[src/rtl/sms_msg_assembler.sv]
// Packs a valid/ready byte stream into a parallel MS-byte-first message word with length, label and truncation flag.
// msg_valid rises 1 cycle after the last beat; in_ready is low only while a message is held; it returns the cycle after the msg handshake.
module sms_msg_assembler #(
  parameter int MAX_LENGTH = 160,
  parameter int LEN_W      = 8,
  parameter int CNT_W      = 16
) (
  input  logic                    clk,
  input  logic                    reset,
  input  logic [7:0]              in_data,
  input  logic                    in_last,
  input  logic                    in_label,
  input  logic                    in_valid,
  output logic                    in_ready,
  output logic [MAX_LENGTH*8-1:0] msg,
  output logic [LEN_W-1:0]        msg_length,
  output logic                    msg_label,
  output logic                    msg_truncated,
  output logic                    msg_valid,
  input  logic                    msg_ready,
  output logic [CNT_W-1:0]        msg_count
);

  localparam int BW = $clog2(MAX_LENGTH*8);
  localparam logic [LEN_W-1:0] MAX_LEN = LEN_W'(MAX_LENGTH);

  typedef enum logic [1:0] {COLLECT, DISCARD, HOLD} state_t;

  state_t                    r_state;
  state_t                    w_next;
  logic [MAX_LENGTH*8-1:0]   r_msg;
  logic [LEN_W-1:0]          r_len;
  logic [LEN_W-1:0]          r_idx;
  logic                      r_label;
  logic                      r_trunc;
  logic [CNT_W-1:0]          r_count;
  logic                      w_accept;
  logic                      w_deliver;
  logic [BW-1:0]             w_base;

  assign w_accept  = in_valid && (r_state != HOLD);
  assign w_deliver = (r_state == HOLD) && msg_ready;
  // Slot 0 lands in the most significant byte; only meaningful while r_idx < MAX_LENGTH.
  assign w_base    = BW'((MAX_LENGTH - 1 - int'(r_idx)) * 8);

  always_ff @(posedge clk or posedge reset) begin
    if (reset) r_state <= COLLECT;
    else       r_state <= w_next;
  end

  always_comb begin
    w_next = r_state;
    case (r_state)
      COLLECT: begin
        if (w_accept) begin
          if (in_last)                              w_next = HOLD;
          else if (r_idx == MAX_LEN - LEN_W'(1))    w_next = DISCARD;
        end
      end
      DISCARD: if (w_accept && in_last) w_next = HOLD;
      HOLD:    if (msg_ready)           w_next = COLLECT;
      default: w_next = COLLECT;
    endcase
  end

  always_ff @(posedge clk or posedge reset) begin
    if (reset) begin
      r_msg   <= '0;
      r_len   <= '0;
      r_idx   <= '0;
      r_label <= 1'b0;
      r_trunc <= 1'b0;
      r_count <= '0;
    end else if (w_deliver) begin
      r_msg   <= '0;
      r_len   <= '0;
      r_idx   <= '0;
      r_trunc <= 1'b0;
      r_count <= r_count + CNT_W'(1);
    end else if (w_accept) begin
      if (r_state == COLLECT) begin
        r_msg[w_base +: 8] <= in_data;
        r_idx              <= r_idx + LEN_W'(1);
        if (in_last) begin
          r_len   <= r_idx + LEN_W'(1);
          r_label <= in_label;
        end
      end else begin
        r_trunc <= 1'b1;
        if (in_last) begin
          r_len   <= MAX_LEN;
          r_label <= in_label;
        end
      end
    end
  end

  assign in_ready      = (r_state != HOLD);
  assign msg_valid     = (r_state == HOLD);
  assign msg           = r_msg;
  assign msg_length    = r_len;
  assign msg_label     = r_label;
  assign msg_truncated = r_trunc;
  assign msg_count     = r_count;

endmodule

[config.mk]
export PLATFORM = sky130hd
export DESIGN_NAME = sms_msg_assembler
export DESIGN_NICKNAME = d
export VERILOG_FILES = /design/src/rtl/sms_msg_assembler.sv
export SDC_FILE = /design/constraint.sdc
export NUM_CORES = 2
export LEC_CHECK = 0
export BUFFER_PORTS_ARGS = -buffer_cell sky130_fd_sc_hd__buf_4
export CAP_MARGIN = 0
export CORE_AREA = 2 2 509 511
export CTS_CLUSTER_DIAMETER = 40
export DETAILED_ROUTE_END_ITERATION = 7
export DIE_AREA = 0 0 511 513
export GPL_TIMING_DRIVEN = 0
export REMOVE_ABC_BUFFERS = 1
export SLEW_MARGIN = 20
export SYNTH_ARGS = -nofsm -noshare
export SYNTH_HDL_FRONTEND = slang
export SYNTH_SLANG_ARGS = --single-unit
[constraint.sdc]
create_clock -name clk -period 47.2 [get_ports clk]
set_clock_uncertainty 0.15 [all_clocks]
set_input_delay 4.72 -clock clk [delete_from_list [all_inputs] [get_ports clk]]
set_output_delay 4.72 -clock clk [all_outputs]
set_load 0.01 [all_outputs]
==> out/qor.txt <==
met2 GRT Util: 36.01%
DP Cell Count: 8810
grt met1 use: 26.42%
Syn-to-layout area delta: 46.68%
Slew Limit Fails: 0
Reg power frac: 35.7%
post-CTS setup buffer count: 0
final clock period utilization by the worst path: 16.99%
register area share after synthesis: 65.46%
Vias/cell: 4.932
Power Dens Cells: 45.09 mW/mm²
busiest grt layer: met2
CTS tree: yes
maximum buffer depth of the clock tree: 4
TNS Setup: 0 ns
met3 usage: 7.260%
post-route insts no fill: 9214
slew margin rel.: 19.72%
unrepaired setup endpoints after global routing: false
# fillers: 26330
Sw Share: 31.21%
1st-pass router iterations: 5
# port buffers: 1321
CP top delay family: simple AND/OR/NAND/NOR gates
GRT Util Overall: 22.50%
antenna violations before repair: 20
CP Cell Sequence: buf_4, mux2i_1, or2_4, nor3_2, buf_6, buf_4, buf_6, nand3_2, nor2_1, a22o_1
CTS clock-pin slew for the worst setup and hold paths: 0.06 ns
Main synth FF type: dfrtp_1
max_cap viols: 0
Post-Route WL: 306300 µm
worst path buffer plus inverter count: 4
endpoints failing hold: 0
Worst-Margin Slew: 1.201 ns
Mapped Area: 0.05030 mm²
static leakage power: 34.72 nW
peak supply drop: 0.02872 mV
Seq cells post-synth: 1316
Sink Count: 1316
die width: 511 µm
worst hold path class: register to register
Worst setup EP type: register
post-layout min period: 8.019 ns
combinational group share of total power: 15.8%
critical path required time: 47.80 ns
drt drc: 0
# H-tree levels: 4
std cell rows: 186
worst-path fanout max: 11
Pint: 2.288 mW
Die Span Y: 513 µm
clock latency on the worst-skew pair: 0.83 ns
layout cell share with drive strength beyond 1: 34.02%
status: complete, no violations
CTS Buf Count: 215
number of global-route vias before repair: 45650
clock power share: 48.6%
Async S/R FF share, synth: 100.0%
drt initial violations: 3867
first-pass GRT wire length: 408600 µm
CP Launch Type: input pin
core region area: 0.2562 mm²
largest net degree at the start of global routing: 111
FMAX: 0.1247 GHz
Yosys Warn Count: 0
Final GP Congestion: 0.9003
cells after synthesis: 4198
grt total ovfl: 0
dpl hpwl: 236500 µm
Setup violations, final: 0
I/O pin cnt: 1322
synth top area cells: dfrtp_1 65%, a22o_1 10%, nand2_1 4.4%
Routed Antenna Nets: 0
critical path class: input pin to register
DR vias: 45450
Starting Density: 19.63%
EDFF count, synth: 0
most frequent cells in the layout: 1337 x buf_4, 1316 x dfrtp_1, 591 x a22o_1, 576 x nand2_1, 369 x o21ai_0
Synth cell types: 67
hold_buf cts: 0
nets@finish: 5664
wire per inst: 33.24 µm
top cell type's share of synthesized area: 65.46%
NetSw: 1.038 mW
CTS resizes: 0
most common cell after layout, fill and taps aside: buf_4
max incr delay on CP: 1.02 ns
CTS root buffer: clkbuf_16
full die area: 0.2621 mm²
Synth area leader: dfrtp_1
Slowest cell on crit path: nor2_1
arrival time worst endpoint: 8.62 ns
Post-Syn Area per Cell: 11.98 µm²
[registers in the layout (all words and copies together), names as in the netlist]
name,cells
msg_truncated,1
msg_count,16
msg_label,1
r_state,2
r_idx,8
msg_length,8
msg,1280
[cell type report]
| cell class | instances | area, µm² | area share (%) |
|---|---|---|---|
| Sequential cell | 1316 | 32930 | 44.63 |
| Inverter | 25 | 101.3 | 0.1374 |
| Clock inverter | 128 | 1480 | 2.006 |
| Antenna cell | 16 | 40.04 | 0.05426 |
| Clock buffer | 260 | 5852 | 7.931 |
| Tap cell | 3384 | 4234 | 5.738 |
| Multi-Input combinational cell | 2632 | 16880 | 22.88 |
| Timing Repair Buffer | 1453 | 12270 | 16.62 |
[worst register-to-register path, delay by kind of cell (launching register included)]
family | cells | cell delay, ns
AOI/OAI and AO/OA | 2 | 0.38
adders and majority gates | 1 | 0.51
buffers and inverters | 3 | 0.63
DFF | 1 | 0.63
and+or+nand+nor | 5 | 3.13
[synthesized netlist by cell type, types with 3 or more instances]
cell	number
a211oi_1	4
a21o_1	13
a21oi_1	79
a21oi_2	4
a22o_1	591
a31o_2	3
a31oi_1	22
a32o_1	51
and2_0	3
and2_1	30
and3_1	8
and4_1	3
buf_1	16
buf_2	47
buf_4	5
clkbuf_1	155
dfrtp_1	1316
ha_1	7
inv_1	25
mux2_2	10
mux2i_1	5
nand2_1	589
nand2_2	4
nand3_1	197
nand3_2	3
nand4_1	12
nor2_1	182
nor2_2	10
nor3_1	38
nor3_2	19
nor3_4	3
nor4_1	4
nor4_2	5
o21ai_0	369
o21ai_1	43
o21ai_2	3
o22ai_1	17
o2bb2ai_1	158
o31ai_1	65
o41ai_1	24
or3_1	3
xnor2_1	17
xor2_1	4
[power by group through the flow]
stage               Sequential [mW]  Clock [mW]  Combinational [mW]
floorplan                      1.21           0               0.172
global placement               1.21           0               0.464
detailed placement             1.20           0               0.529
CTS                            1.19        1.63               0.530
global route                   1.19        1.68               0.546
finish                         1.19        1.62               0.525
[metrics by stage]
stage | hold WS [ns] | instance area (µm²) | total power, mW | utilization, % | setup slack [ns]
after floorplan | 0.3575 | 49370 | 1.385 | - | 5.235
after global placement | 0.3124 | 63520 | 1.671 | 24.79 | -7.928
after detailed placement | 0.3155 | 66390 | 1.732 | 25.91 | 38.31
after CTS | 0.3306 | 73730 | 3.349 | 28.77 | 39.21
after global routing | 0.3454 | 73760 | 3.419 | 28.79 | 39.22
final | 0.3311 | 73790 | 3.327 | 28.80 | 39.18
[worst paths after layout]
kind / slack [ns] / start / cells past startpoint / to
max: 39.18 / in_valid / 10 / msg[62]$_DFFE_PP0P_
min: 0.33 / msg[561]$_DFFE_PP0P_ / 2 / msg[561]$_DFFE_PP0P_
max reg2reg: 41.69 / r_idx[0]$_DFFE_PP0P_ / 11 / msg[62]$_DFFE_PP0P_
max in group asynchronous: 40.49 / reset / 7 / msg[295]$_DFFE_PP0P_
min in group asynchronous: 3.72 / reset / 2 / msg_count[3]$_DFFE_PP0P_
min reg2reg: 0.33 / msg[561]$_DFFE_PP0P_ / 2 / msg[561]$_DFFE_PP0P_
[cell families after synthesis]
group	after synthesis	synth area share (%)
compound gates	1463	21.63
flops	1316	65.46
mux	15	0.3234
xor+xnor	21	0.3656
fa+ha+maj	7	0.1741
simple gates	1126	9.996
buf+inv	250	2.050
[per-layer routing]
layer,vias to the layer above,part of all wire [%],wire [µm]
met5,-,0,0
met4,0,6.5,19920
met3,649,9.3,28360
met2,2696,46,140900
met1,23540,38,117100
li1,18560,-,-
(Power assumes the default switching activity.)
